File: src/rtl/id_ex_operand_stage.sv
// ID/EX pipeline register with EX/MEM and MEM/WB operand forwarding
// and load-use hazard detection for the pipelined MIPS core.
module id_ex_operand_stage #(
    parameter int WIDTH = 32,
    parameter int RADDR = 5
) (
    input  logic             clk,
    input  logic             reset,
    input  logic             Stall,
    input  logic             Flush,
    input  logic             d_valid,
    input  logic [WIDTH-1:0] d_RD1,
    input  logic [WIDTH-1:0] d_RD2,
    input  logic [WIDTH-1:0] d_SignImm,
    input  logic [4:0]       d_Shamt,
    input  logic [RADDR-1:0] d_Rs,
    input  logic [RADDR-1:0] d_Rt,
    input  logic [RADDR-1:0] d_WriteReg,
    input  logic [2:0]       d_c_ALUControl,
    input  logic             d_c_ALUSrc,
    input  logic             d_c_ShiftSrc,
    input  logic             d_c_RegWrite,
    input  logic             d_c_MemWrite,
    input  logic             d_c_MemtoReg,
    input  logic             m_RegWrite,
    input  logic [RADDR-1:0] m_WriteReg,
    input  logic [WIDTH-1:0] m_ALUResult,
    input  logic             w_RegWrite,
    input  logic [RADDR-1:0] w_WriteReg,
    input  logic [WIDTH-1:0] w_Result,
    output logic [WIDTH-1:0] SrcA,
    output logic [WIDTH-1:0] SrcB,
    output logic [2:0]       c_ALUControl,
    output logic [WIDTH-1:0] e_WriteData,
    output logic [RADDR-1:0] e_WriteReg,
    output logic             e_c_RegWrite,
    output logic             e_c_MemWrite,
    output logic             e_c_MemtoReg,
    output logic             e_valid,
    output logic             LoadUseHazard
);

    logic [WIDTH-1:0] rd1_q, rd2_q, imm_q;
    logic [4:0]       shamt_q;
    logic [RADDR-1:0] rs_q, rt_q, wr_q;
    logic [2:0]       alu_q;
    logic             alusrc_q, shiftsrc_q, regwrite_q, memwrite_q, memtoreg_q, valid_q;

    always_ff @(posedge clk) begin
        if (reset || Flush) begin
            rd1_q      <= '0;
            rd2_q      <= '0;
            imm_q      <= '0;
            shamt_q    <= '0;
            rs_q       <= '0;
            rt_q       <= '0;
            wr_q       <= '0;
            alu_q      <= '0;
            alusrc_q   <= 1'b0;
            shiftsrc_q <= 1'b0;
            regwrite_q <= 1'b0;
            memwrite_q <= 1'b0;
            memtoreg_q <= 1'b0;
            valid_q    <= 1'b0;
        end else if (!Stall) begin
            rd1_q      <= d_RD1;
            rd2_q      <= d_RD2;
            imm_q      <= d_SignImm;
            shamt_q    <= d_Shamt;
            rs_q       <= d_Rs;
            rt_q       <= d_Rt;
            wr_q       <= d_WriteReg;
            alu_q      <= d_c_ALUControl;
            alusrc_q   <= d_c_ALUSrc;
            shiftsrc_q <= d_c_ShiftSrc;
            regwrite_q <= d_c_RegWrite;
            memwrite_q <= d_c_MemWrite;
            memtoreg_q <= d_c_MemtoReg;
            valid_q    <= d_valid;
        end
    end

    logic [WIDTH-1:0] fwd_a, fwd_b;

    // Forwarding acts on raw registered RD values, so it tracks later stages even while stalled.
    always_comb begin
        fwd_a = rd1_q;
        if (m_RegWrite && (m_WriteReg == rs_q) && (rs_q != '0))
            fwd_a = m_ALUResult;
        else if (w_RegWrite && (w_WriteReg == rs_q) && (rs_q != '0))
            fwd_a = w_Result;

        fwd_b = rd2_q;
        if (m_RegWrite && (m_WriteReg == rt_q) && (rt_q != '0))
            fwd_b = m_ALUResult;
        else if (w_RegWrite && (w_WriteReg == rt_q) && (rt_q != '0))
            fwd_b = w_Result;
    end

    always_comb begin
        SrcA          = shiftsrc_q ? {{(WIDTH-5){1'b0}}, shamt_q} : fwd_a;
        SrcB          = alusrc_q ? imm_q : fwd_b;
        e_WriteData   = fwd_b;
        c_ALUControl  = alu_q;
        e_WriteReg    = wr_q;
        e_c_RegWrite  = regwrite_q;
        e_c_MemWrite  = memwrite_q;
        e_c_MemtoReg  = memtoreg_q;
        e_valid       = valid_q;
        LoadUseHazard = valid_q && memtoreg_q && (wr_q != '0) &&
                        d_valid && ((d_Rs == wr_q) || (d_Rt == wr_q));
    end

endmodule

File: config.mk
export PLATFORM = sky130hd
export DESIGN_NAME = id_ex_operand_stage
export DESIGN_NICKNAME = d
export VERILOG_FILES = /design/src/rtl/id_ex_operand_stage.sv
export SDC_FILE = /design/constraint.sdc
export NUM_CORES = 1
export LEC_CHECK = 0
export CAP_MARGIN = 15
export CORE_MARGIN = 3
export CORE_UTILIZATION = 47
export CTS_CLUSTER_DIAMETER = 50
export DETAILED_ROUTE_END_ITERATION = 16
export HOLD_SLACK_MARGIN = 0.06
export PLACE_DENSITY = 0.88
export SLEW_MARGIN = 15
export SYNTH_ARGS = -nofsm -noshare
export SYNTH_HDL_FRONTEND = slang
export SYNTH_SLANG_ARGS = --single-unit
export TNS_END_PERCENT = 10
File: constraint.sdc
create_clock -name clk -period 5.1 [get_ports clk]
set_clock_uncertainty 0.05 [all_clocks]
set_input_delay 1.53 -clock clk [delete_from_list [all_inputs] [get_ports clk]]
set_output_delay 1.53 -clock clk [all_outputs]
set_load 0.01 [all_outputs]
==> summary.md, run 1 <==
| Metric | Value |
|---|---|
| Vias in the first global route | between 7000 and 8000 |
| CP required | about 3500 ps |
| Die X | approximately 130 microns |
| Slowest-stage cell, CP | clkdlybuf4s50_1 |
| Worst EP arrival | between 3000 and 4000 ps |
| Int Power | between 2 and 2.5 mW |
| H-tree lvl count | 4 |
| ANT nets after route | 0 |
| Final period util | 1.04 |
| GRT Overall Usage | 0.325 |
| PnR worst setup slack | -207 ps |
| Clock Latency Late Sink | 420 ps |
| Via density | roughly 5.8 |
| Hold Slack | 441 ps |
| GP Congestion | ~0.88 |
| Largest fanout on the critical path | 10 |
| Number of cell rows | 44 |
| RR Startpoint | alusrc_q |
| Worst Hold End | rd1_q[27] |
| Slowest cell delay on critical path | 430 ps |
| DP HPWL | 19600 microns |
| PwrDens | 236 nW/um^2 |
| Setup TNS | -1230 ps |
| Setup-failing EPs final | 26 |
| Syn_nets | between 900 and 1000 |
| Layout area overhead | 65.4% |
| Worst IR Drop VDD | around 0.27 mV |
| 1st-iter DRT viols | 564 |
| Pin count of the biggest net entering global routing | 72 |
| DRC | 0 |
| Area fraction of the dominant cell type after synthesis | 0.343 |
| Clock share of power | 0.439 |
| Mapped Cells | between 700 and 800 |
| Dpl ws | -457 ps |
| Layout cell share with drive strength beyond 1 | 0.269 |
| Area of the multi-input gates | ~4800 sq um |
| Crit path launch type | input pin |
| Max Cap Viol | 0 |
| YS warnings | 0 |
| CP top delay family | buffers and inverters |
| Post-synth ARST share | 0 |
| # fillers | between 900 and 1000 |
| Most common cell in the netlist | nor2_1 |
| Violated checks | setup timing |
| Core area | about 15000 sq um |
| Hold WC Path Type | flop to flop |
| Hold path startpoint | rd1_q[27] |
| Post-synthesis area per instance | ~9.4 sq um |
| WP buf/inv | 4 |
| Synth top area cells | dfxtp_1 (34%), mux2i_1 (21%), a31oi_4 (8.7%) |
| Leakage power | roughly 5.2 nW |
| RSZ-0062 raised after global routing | yes |
| WS Path Type | input pin to output port |
| Hold path cells | 2 |
| Post-synth top area cell | dfxtp_1 |
| Max Fclk | approximately 190 MHz |
| Worst Tran Pin Value | 969 ps |
| Initial Util | 0.491 |
| Antenna violations before repair | 1 |
| First-pass GRT wire length | approximately 42000 microns |
| FF/Latch Area | roughly 2500 sq um |
| Detailed-route wire length | approximately 29000 microns |
| CP cell instances | clkdlybuf4s50_1 > or2_0 > o21a_2 > and3b_2 > buf_12 > mux2i_2 > a211oi_2 > buf_4 > dlygate4sd2_1 |
| IO Port Bufs | approximately 310 |
| Total power | about 2.9 mW |
| Seq/Total Area, Yosys | 0.343 |
| Root Buffer | clkbuf_16 |
| Worst slew margin | 0.354 |
| Hold buffers post-CTS | 0 |
| Gate power share | 0.196 |
| CTS Buf Count | 17 |
| Yosys cell types | 40 |
| Routed vias | 7692 |
| Flop pwr share | 0.364 |
| Post-route minimum period | about 5300 ps |
| Reg2reg setup slack | roughly 3700 ps |
| Post-synthesis register bit count | between 100 and 150 |
| Die ar. | between 15000 and 20000 sq um |
| Final number of hold-violating endpoints | 0 |
| Die Ht | about 130 microns |
| Drt first pass iters | 5 |
| Ports | 314 |
| Clock buffer depth | 2 |
| Sw Ratio | 0.262 |
| Gr ovfl total | 0 |
| Clk slew on worst S/H paths | 60 ps |
| Synthesized area | 7310 sq um |
| FF-to-FF path depth | 2 |
| R2R Path End | alusrc_q |
| Final Max Tran Viols | 0 |
| Post-synth top cells | nor2_1 (159), mux2i_1 (152), dfxtp_1 (125), clkbuf_1 (43), nand3_1 (40) |
| Post-synth EDFFs | 0 |
| Drt wl/cell | between 20 and 25 microns |
| CP startpoint | w_WriteReg[0] |
| Status | finished with violations |
| Nets@finish | between 1000 and 1500 |
| CTS tree | yes |
| # clock sinks | 125 |
| NetSw | roughly 0.75 mW |
| Synth Flop Type | dfxtp_1 |
| Endpoint class of the critical path | output port |
| Post-layout util | 0.813 |
-- cells by family after synthesis --
family | share of synthesized area
AO/OA/AOI/OAI | 0.160
XOR/XNOR | 0.0336
buffers and inverters | 0.0514
flip-flops | 0.343
multiplexers | 0.258
AND/OR/NAND/NOR | 0.155
-- final cells by class --
cell class	instances	area share
Sequential cell	125	0.207
Tap cell	184	0.0191
Clock inverter	13	0.0138
Antenna cell	1	0.000207
Timing Repair Buffer	406	0.328
Inverter	5	0.00155
Clock buffer	19	0.0367
Multi-Input combinational cell	573	0.393
-- flip-flops by register name, indices dropped and copies added (netlist names) --
signal        count
e_valid           1
imm_q            32
e_c_RegWrite      1
e_c_MemWrite      1
shiftsrc_q        1
e_WriteReg        5
shamt_q           5
alusrc_q          1
rt_q              5
c_ALUControl      3
rd1_q            32
rs_q              5
rd2_q            32
e_c_MemtoReg      1
-- stage by stage --
step	cell area [sq um]	instances
4_1_cts	12000	1322
3_3_place_gp	11100	1283
5_1_grt	12100	1326
2_1_floorplan	7310	776
6_report	12100	1326
3_5_place_dp	11100	1283
-- worst max path at each step --
stage | cells after the start | end | slack [ps]
floorplan | 6 | SrcA[21] | 480
global placement | 9 | SrcA[18] | -380
detailed placement | 8 | SrcB[24] | -460
CTS | 8 | e_WriteData[29] | -220
global route | 9 | SrcA[11] | -280
finish | 9 | SrcA[11] | -210
-- power by group through the flow --
stage                     Combinational [mW]  Sequential [mW]  Clock, mW
after global routing                   0.594             1.04       1.32
after floorplan                        0.234             1.05          0
after global placement                 0.539             1.06          0
after detailed placement               0.549             1.06          0
final                                  0.561             1.04       1.26
after CTS                              0.546             1.04       1.27
-- per-layer routing --
| layer | routed length [microns] | track usage | part of all wire | up-vias |
|---|---|---|---|---|
| li1 | - | - | - | 3523 |
| met2 | 14500 | 0.571 | 0.50 | 401 |
| met5 | 0 | 0 | 0 | - |
| met3 | 2540 | 0.102 | 0.088 | 105 |
| met4 | 1400 | 0.157 | 0.048 | 0 |
| met1 | 10500 | 0.354 | 0.36 | 3663 |
-- cell usage in the layout, fill, tap and decap left out, types with 4 or more instances in the layout --
master	Yosys	routed
a211oi_1	27	25
a31oi_4	30	31
buf_12	3	13
buf_16	0	4
buf_2	9	16
buf_4	2	82
clkbuf_16	0	18
clkbuf_2	0	17
clkdlybuf4s15_2	0	9
clkdlybuf4s50_1	0	207
clkinv_4	0	4
dfxtp_1	125	123
dlygate4sd2_1	0	32
dlymetal6s2s_1	0	16
inv_1	5	5
mux2_2	32	29
mux2i_1	152	151
nand2_1	7	7
nand3_1	40	28
nand3_2	0	12
nor2_1	159	158
nor4_1	34	29
nor4_2	0	5
o21ai_1	32	4
o21ai_2	0	27
o221a_1	5	5
o31ai_1	5	5
xnor2_1	16	10
xnor2_2	0	5
xor2_1	12	12
-- tightest hold or removal path, delay by kind of cell (launching register included) --
family           cells  cell delay [ps]
DFF                  1              320
muxes                1               70
and+or+nand+nor      1               70
-- repair_timing --
action                                  CTS  global route
pin swaps                                 7            13
buffers inserted                          2             2
endpoints found under the setup margin   96            94
cloned                                    5             1
resized for setup                       194           110
Note: power is estimated with default switching activity, not from simulation.
==> run 2, diff against run 1 <==
CORE_UTILIZATION = 43   (was 47)
PLACE_DENSITY = 0.81   (was 0.88)
clock period = 5.93 ns   (was 5.1 ns; I/O delays follow)
==> run 2 against run 1 <==
The run still ends with setup timing left. Routed wire length down 8.0%. Critical path depth fell by 1. Register-to-register slack gained 850 ps. Sequential share of layout area rose by 0.42 points. Critical endpoint is now SrcB[30].
==> summary.md, run 2 (synthesis gave the netlist of run 1 again) <==
| Metric | Value |
|---|---|
| Clock buffer depth | 2 (unchanged) |
| Pin count of the biggest net entering global routing | 88 (+22%) |
| Core area | 16600 sq um (+12%) |
| Detailed-route wire length | 26500 microns (-8.0%) |
| Clock Latency Late Sink | 410 ps (about the same) |
| Crit path launch type | input pin |
| Ports | 314 (unchanged) |
| H-tree lvl count | 4 (unchanged) |
| Hold Slack | 441 ps (+0.0630 ps) |
| Post-CTS setup buffers | 0 (-2) |
| Drt first pass iters | 6 (+1) |
| Clock share of power | 0.425 (-0.014) |
| Finished Layout Cells | 1349 (+1.7%) |
| Dpl ws | -72.1 ps (+385 ps) |
| CP required | 4100 ps (+580 ps) |
| Worst Tran Pin Value | 1080 ps (+107 ps) |
| Layout cell share with drive strength beyond 1 | 0.176 (-0.0926) |
| Status | finished with violations |
| Post-route minimum period | roughly 6000 ps |
| # clock sinks | 125 (unchanged) |
| Hold WC Path Type | flop to flop |
| Initial Util | 0.441 (-0.0510) |
| Worst EP arrival | 4210 ps (+480 ps) |
| Leakage power | 5.09 nW (-1.9%) |
| Total power | 2.37 mW (-17%) |
| Worst IR Drop VDD | 0.180 mV (-33%) |
| Setup-failing EPs final | 3 (-88%) |
| Most common cell after layout, fill and taps aside | clkdlybuf4s50_1 |
| Die X | 136 microns (+4.3%) |
| CTS Buf Count | 17 (unchanged) |
| PwrDens | 200 nW/um^2 (-15%) |
| Layout area overhead | 62.1% |
| Root Buffer | clkbuf_16 |
| Int Power | 1.78 mW (-16%) |
| 1st-iter DRT viols | 380 (-33%) |
| Via density | 5.46 (-5.8%) |
| RSZ-0062 raised after global routing | yes |
| GP Congestion | 0.904 (+2.5%) |
| Commonest non-fill, non-tap cells in the layout | clkdlybuf4s50_1 (254), nor2_1 (159), mux2i_1 (152) |
| Flop pwr share | 0.376 (+0.012) |
| # fillers | 1250 (+38%) |
| Die Ht | 136 microns (+4.3%) |
| CP cell instances | clkdlybuf4s50_1 > and2_1 > a21oi_4 > buf_6 > nor4_1 > a31oi_2 > mux2_2 > clkdlybuf4s50_1 |
| Endpoint class of the critical path | output port |
| CTS tree | yes |
| Vias in the first global route | 7412 (-6.0%) |
| Drt wl/cell | 19.7 microns (-9.6%) |
| Number of cell rows | 47 (+6.8%) |
| First-pass GRT wire length | 39600 microns (-6.6%) |
| Max Cap Viol | 0 (unchanged) |
| Gr ovfl total | 0 (unchanged) |
| Post-placement cell count | 1317 (+2.7%) |
| CP top delay family | buffers and inverters |
| Final Max Tran Viols | 0 (unchanged) |
| Antenna violations before repair | 1 (unchanged) |
| WS Path Type | input pin to output port |
| Gate power share | 0.198 (+0.002) |
| IO Port Bufs | 313 (unchanged) |
| ANT nets after route | 0 (unchanged) |
| Final number of hold-violating endpoints | 0 (unchanged) |
| NetSw | 0.596 mW (-20%) |
| Final period util | 1.02 |
| Top flop regs | imm_q (32), rd1_q (32), rd2_q (32) |
| DP HPWL | 18900 microns (-3.7%) |
| Sw Ratio | 0.251 (-0.0108) |
| GRT Overall Usage | 0.273 (-0.0515) |
| Routed vias | 7371 (-4.2%) |
| Slowest cell delay on critical path | 570 ps (+140 ps) |
| Largest fanout on the critical path | 32 (+22) |
| Clk slew on worst S/H paths | 50 ps (about the same) |
| Max Fclk | between 150 and 200 MHz |
| Worst slew margin | 0.282 (-0.0714) |
| PnR worst setup slack | -106 ps (+101 ps) |
| Critical path's most frequent cell | clkdlybuf4s50_1 |
| DRC | 0 (unchanged) |
| Nets@finish | 1322 (-0.83%) |
| WP buf/inv | 3 (-1) |
| Slowest-stage cell, CP | nor4_1 |
| Die ar. | 18600 sq um (+8.9%) |
| Violated checks | setup timing |
==> run 2: metal layers <==
| layer | part of all wire | GRT usage | vias up |
|---|---|---|---|
| li1 | - | - | 3476 |
| met1 | 0.39 | 0.324 | 3484 |
| met2 | 0.49 | 0.477 | 359 |
| met3 | 0.087 | 0.0714 | 52 |
| met4 | 0.029 | 0.0935 | 0 |
| met5 | 0 | 0 | - |
==> run 2: worst paths after layout <==
path | to | cells past startpoint | slack [ps] | start
max | SrcB[30] | 8 | -110 | m_WriteReg[2]
min | rd2_q[9] | 2 | 440 | rd2_q[9]
max reg2reg | alusrc_q | 2 | 4540 | alusrc_q
min reg2reg | rd2_q[9] | 2 | 440 | rd2_q[9]
==> run 2: power groups by stage <==
stage               registers, mW  clock network (mW)  logic [mW]
floorplan                   0.900                   0       0.201
global placement            0.909                   0       0.465
detailed placement          0.910                   0       0.471
CTS                         0.892                1.03       0.469
global route                0.896                1.07       0.501
finish                      0.893                1.01       0.470
==> run 2: tightest hold or removal path, delay by kind of cell, from the launching register on <==
family / cells / cell delay [ps]
and+or+nand+nor: 1 / 70
muxes: 1 / 70
DFF: 1 / 320
==> run 2: layout make-up <==
type                       instances  area, sq um  share of cell area
timing repair buffer             395         3980               0.336
clock inverter                    11          120              0.0101
tap                              220          275              0.0232
multi-input combinational        573         4490               0.379
sequential                       125         2500               0.212
clock buffer                      19          453              0.0383
antenna                            1         2.50            0.000211
inverter                           5         18.8             0.00158
==> run 2: metrics by stage <==
stage	area (sq um)	TNS, ps	util
6_report	11800	-153	0.714
5_1_grt	11800	-1070	0.714
4_1_cts	11700	-253	0.707
3_5_place_dp	11200	-1060	0.674
3_3_place_gp	11200	-488	0.674
2_1_floorplan	7310	0	-
==> run 2: repair_timing <==
item	4_1_cts	5_1_grt
hold buffers	0	0
endpoints found under the setup margin	49	51
cloned	0	1
resized for setup	30	39
pin swaps	1	2
==> run 3, diff against run 2 <==
CORE_UTILIZATION = 55   (was 43)
DONT_BUFFER_PORTS = 1   (was unset)
HOLD_SLACK_MARGIN = 0.08   (was 0.06)
PLACE_DENSITY = 0.7   (was 0.81)
==> run 3 against run 2 <==
The flow now finishes without violations. Setup slack gained 600 ps. Non-clock buffer count shrank 343. Fmax grew 11%. Design area shrank 31%. Sequential power is essentially flat. Cell count shrank 29%. Flip-flop and latch count is the same. Clock power shrank 5%. Critical endpoint is now SrcB[25]. Highest routed layer unchanged.
==> summary.md, run 3 (synthesis gave the netlist of run 1 again) <==
| Metric | Value |
|---|---|
| 1st-iter DRT viols | 410 (+7.9%) |
| Layout area overhead | 11.7% |
| RSZ-0062 raised after global routing | no |
| RR Startpoint | shiftsrc_q |
| Via density | 6.38 (+17%) |
| Top flop regs | imm_q (32), rd1_q (32), rd2_q (32) |
| Most common cell after layout, fill and taps aside | nor2_1 |
| ANT nets after route | 0 (unchanged) |
| Ports | 314 (unchanged) |
| R2R Path End | shiftsrc_q |
| Post-CTS setup buffers | 0 (unchanged) |
| Routed vias | 6109 (-17%) |
| Endpoint class of the critical path | output port |
| Drt first pass iters | 5 (-1) |
| FF/Latch Area | 2500 sq um (about the same) |
| Final Max Tran Viols | 0 (unchanged) |
| DP HPWL | 15900 microns (-16%) |
| Setup-failing EPs final | 0 (-3) |
| Placed inst area | 7620 sq um (-32%) |
| Area of the multi-input gates | 4450 sq um (-0.84%) |
| GRT Overall Usage | 0.294 (+0.0210) |
| CTS Buf Count | 17 (unchanged) |
| Max Fclk | 184 MHz (+11%) |
| Max Cap Viol | 0 (unchanged) |
| Die X | 121 microns (-11%) |
| Post-route minimum period | 5440 ps (-601 ps) |
| Finished Layout Cells | 957 (-29%) |
| Design Area, Final | 8160 sq um (-31%) |
| CP startpoint | m_WriteReg[2] |
| PwrDens | 256 nW/um^2 (+28%) |
| Drt wl/cell | 23.2 microns (+18%) |
| Leakage power | 3.14 nW (-38%) |
| Antenna cells | 0 (-1) |
| Worst EP arrival | 3610 ps (-600 ps) |
| GP Congestion | 0.887 (-1.9%) |
| DR top layer | met4 |
| CTS tree | yes |
| Final period util | 0.917 (-0.101) |
| Die ar. | 14700 sq um (-21%) |
| Vias in the first global route | 6181 (-17%) |
| Initial Util | 0.570 (+0.129) |
| Crit path launch type | input pin |
| Reg2reg setup slack | 4400 ps (-140 ps) |
| Hold path cells | 2 (unchanged) |
| # resized after CTS | 0 (-100%) |
| H-tree lvl count | 4 (unchanged) |
| Number of cell rows | 41 (-13%) |
| CP cell instances | and2_1 > a21oi_4 > or3_4 > buf_4 > a31oi_4 > mux2_2 |
| Total power | 2.08 mW (-12%) |
| # clock sinks | 125 (unchanged) |
| Slowest cell delay on critical path | 500 ps (-70 ps) |
| CP required | 4100 ps (about the same) |
| DRC | 0 (unchanged) |
| Hold path startpoint | rd2_q[2] |
| Pin count of the biggest net entering global routing | 126 (+43%) |
| Final number of hold-violating endpoints | 0 (unchanged) |
| Worst Tran Pin Value | 1050 ps (-24.5 ps) |
| Met2 wire len | 11200 microns (-14%) |
| # fillers | 1066 (-15%) |
| Root Buffer | clkbuf_16 |
| Layout cell share with drive strength beyond 1 | 0.192 (+0.0159) |
| Worst slew margin | 0.299 (+0.0163) |
| Clk slew on worst S/H paths | 50 ps (about the same) |
| Post-placement cell count | 927 (-30%) |
| Detailed-route wire length | 22200 microns (-16%) |
| Clock buffer depth | 2 (unchanged) |
| CP top delay family | compound AO/OA/AOI/OAI gates |
| Hold buffers post-CTS | 0 (unchanged) |
| WP buf/inv | 1 (-2) |
| IO Port Bufs | 0 (-100%) |
| Critical Path Stages | 6 (-2) |
| Core area | 12800 sq um (-23%) |
| Hold WC Path Type | flop to flop |
| First-pass GRT wire length | 33600 microns (-15%) |
| Status | finished clean |
| Gr ovfl total | 0 (unchanged) |
| Die Ht | 121 microns (-11%) |
| Met3 Wirelength | 2310 microns (+0.43%) |
| Worst Hold End | rd2_q[2] |
| FF-to-FF path depth | 3 (+1) |
| Commonest non-fill, non-tap cells in the layout | nor2_1 (159), mux2i_1 (152), dfxtp_1 (124) |
| Setup TNS | 0 ps (+153 ps) |
| Slowest-stage cell, CP | a21oi_4 |
| Largest fanout on the critical path | 18 (-44%) |
| Clock Latency Late Sink | 410 ps (about the same) |
| Antenna violations before repair | 0 (-1) |
| Wl on met1 | 7890 microns (-25%) |
| Worst IR Drop VDD | 0.172 mV (-4.7%) |
| WS Path Type | input pin to output port |
| Nets@finish | 979 (-26%) |
-- run 3: cell type report --
class                   instances  area share
clock buffers                  22      0.0581
repair buffers                 52      0.0525
inverters                       5     0.00230
multi-input cells             573       0.546
clock inverters                 8     0.00828
well taps                     172      0.0264
flip-flops and latches        125       0.307
-- run 3: report_power, final --
part           total [mW]  internal (mW)  switching, mW  leakage, nW
Sequential          0.893          0.869         0.0245         1.02
Combinational       0.232          0.107          0.125         1.85
Clock               0.959          0.600          0.360        0.271
-- run 3: layer usage --
metal,global-route usage,vias up
li1,-,2788
met4,0.148,0
met2,0.509,351
met5,0,-
met3,0.113,73
met1,0.312,2897
-- run 3: metrics by stage --
step	utilization	setup WS (ps)	hold slack [ps]
global route	0.636	440	461
finish	0.636	494	442
CTS	0.636	526	445
detailed placement	0.594	528	432
floorplan	-	812	408
global placement	0.594	586	418
-- run 3: worst min-delay path, delay by kind of cell, from the launching register on --
family | cells | cell delay [ps]
DFF | 1 | 320
muxes | 1 | 70
and+or+nand+nor | 1 | 70
-- run 3: how the worst max path moves through the flow --
stage,endpoint,slack [ps]
after floorplan,SrcA[21],810
after global placement,SrcB[25],590
after detailed placement,SrcB[25],530
after CTS,SrcB[25],530
after global routing,SrcB[25],440
final,SrcB[25],490
==> patch, RTL diff (settings of run 2) <==
The parameter `RADDR` goes from 5 to 6.
--- a/src/rtl/id_ex_operand_stage.sv
+++ b/src/rtl/id_ex_operand_stage.sv
@@ -2,7 +2,7 @@
 // and load-use hazard detection for the pipelined MIPS core.
 module id_ex_operand_stage #(
     parameter int WIDTH = 32,
-    parameter int RADDR = 5
+    parameter int RADDR = 6
 ) (
     input  logic             clk,
     input  logic             reset,
Ports: changed (6 resized); port bits go from 314 to 320. The function was not compared with the original's and may differ.
==> patch against run 2 <==
The flow still finishes with violations (setup timing). Critical path depth up 1. Worst setup slack worse by 0.053 ns. Utilization up 2.8 points. Area after synthesis down 4.4%. Routed wire length up 0.64%. Sequential cell count up 3. Cell count up 0.37%. Total power down 3.0%. Final area down 2.7%. Largest cell class unchanged.
==> patch: results (changes against run 2) <==
worst skew pair latency - 0.41 ns (about the same)
port bufs - 319 (was 313)
net count of the mapped netlist - 1,021 (was 981)
crit-path leading delay family - buffers and inverters (unchanged)
failing checks - setup timing (unchanged)
final WL - 26.7 mm (was 26.5 mm)
worst setup slack after layout - -0.160 ns (was -0.106 ns)
proportion of layout cells with a drive suffix above 1 - 12.5% (was 17.6%)
worst hold path type - flip-flop to flip-flop (unchanged)
flop-to-flop setup slack - 4.51 ns (was 4.54 ns)
multi-input gates - 615 (was 573)
Finish-stage setup viols - 12 (was 3)
antenna diode count - 1 (unchanged)
Inverters, non-clock - 1 (was 5)
Yosys cell types - 32 (was 40)
R2R cell count - 2 (unchanged)
YS warnings - 0 (unchanged)
reg2reg end - shiftsrc_q (was alusrc_q)
Post-DP HPWL - 18.8 mm (was 18.9 mm)
initial antenna violation count - 2 (was 1)
ClkCell Share - 4.79% (was 4.84%)
HP Start - imm_q[0] (was rd2_q[9])
CTS root buffer - clkbuf_16 (unchanged)
crit-path max FO - 17 (was 32)
top cells by count, synth - nor2_1 (226), mux2i_1 (155), dfxtp_1 (128) (was nor2_1 (159), mux2i_1 (152), dfxtp_1 (125))
post-synthesis async set-or-reset flop share - 0% (unchanged)
fraction of area in multi-input gates - 39.1% (was 37.9%)
Num CTS Buffers - 17 (unchanged)
largest net degree at the start of global routing - 87 (was 88)
GP Congestion - 0.892 (was 0.904)
Placed Cells - 1,314 (was 1,317)
Worst Hold End - imm_q[0] (was rd2_q[9])
Avg Cell Area, Syn - 8.61 µm² (was 9.41 µm²)
Least-Margin Pin Slew - 1.06 ns (was 1.08 ns)
sequential cell area - 2560 µm² (was 2500 µm²)
Seq/Total Area, Yosys - 36.7% (was 34.3%)
initial DRC count - 373 (was 380)
Worst IR Drop VDD - 0.173 mV (was 0.180 mV)
first-pass GRT wire length - 40.2 mm (was 39.6 mm)
WL/cell - 19.7 µm (about the same)
DR vias - 7,278 (was 7,371)
P_leak - 5.22 nW (was 5.09 nW)
outcome - finished, violations left (unchanged)
fillers - 1,162 (was 1,250)
critical path's slowest cell - clkdlybuf4s50_1 (was nor4_1)
reg2reg start - shiftsrc_q (was alusrc_q)
Post CTS Setup Buffer Count - 0 (unchanged)
htree depth - 4 (unchanged)
Pre-antenna DRT Iters - 5 (was 6)
final hold slack - 0.446 ns (was 0.441 ns)
Buffers, non-clock - 366 (was 395)
clk_buf instances - 20 (was 19)
register clock-pin slew on the reported worst setup and hold paths - 0.05 ns (about the same)
post_cts resized - 128 (was 30)
CP peak stage delay - 0.48 ns (was 0.57 ns)
buffering overhead - 31.5% (was 33.6%)
Synth Register Bits - 128 (was 125)
GRT Util Overall - 28.7% (was 27.3%)
Area contributors post-synth - dfxtp_1 (37%), mux2i_1 (22%), nor2_1 (12%) (was dfxtp_1 (34%), mux2i_1 (21%), a31oi_4 (8.7%))
patch: worst max path at each step:
stage,cells after the start,end,start,slack (ns)
2_1_floorplan,7,SrcA[21],m_WriteReg[3],0.82
3_3_place_gp,8,SrcA[11],w_WriteReg[2],-0.46
3_5_place_dp,8,SrcA[11],w_WriteReg[2],-0.50
4_1_cts,9,SrcB[8],w_WriteReg[3],-0.19
5_1_grt,9,SrcB[0],w_WriteReg[3],-0.23
6_report,9,SrcB[9],w_WriteReg[3],-0.16
patch: stage by stage:
stage               util [%]  TNS [ns]  worst slack, ns  cell area, µm²  power (mW)
CTS                     72.4     -3.22           -0.190           11200        2.31
finish                  74.2     -1.17           -0.160           11500        2.30
detailed placement      67.6    -27.09           -0.504           10500        1.35
global placement        67.6    -24.20           -0.461           10500        1.34
floorplan                  -         0            0.822            6990        1.10
global route            74.2     -2.86           -0.227           11500        2.40
patch: worst reg2reg max path, delay by kind of cell (launching register included):
family        cells  cell delay (ns)
simple gates      1             0.12
mux               1             0.17
flops             1             1.01
patch: report_power, final:
part | leakage [nW] | total [mW] | switching (mW) | internal, mW
Sequential | 1.04 | 0.919 | 0.0300 | 0.889
Combinational | 3.93 | 0.420 | 0.166 | 0.254
Clock | 0.253 | 0.962 | 0.395 | 0.566
patch: metal layers:
layer	vias up	wire length, µm	global-route usage [%]
met4	2	1230	13.6
met1	3360	10500	33.9
met3	77	2190	8.57
met2	347	12800	47.7
met5	-	13	0
li1	3492	-	-
patch: logic make-up (layout without fill, tap and decap cells):
logic type,Yosys count,after routing,synth area share [%]
DFF,128,128,36.7
AOI/OAI and AO/OA,103,103,12.4
and+or+nand+nor,321,321,19.3
other,0,1,0
xor gates and xnor gates,36,36,4.51
buffers and inverters,68,399,4.96
muxes,155,155,22.2
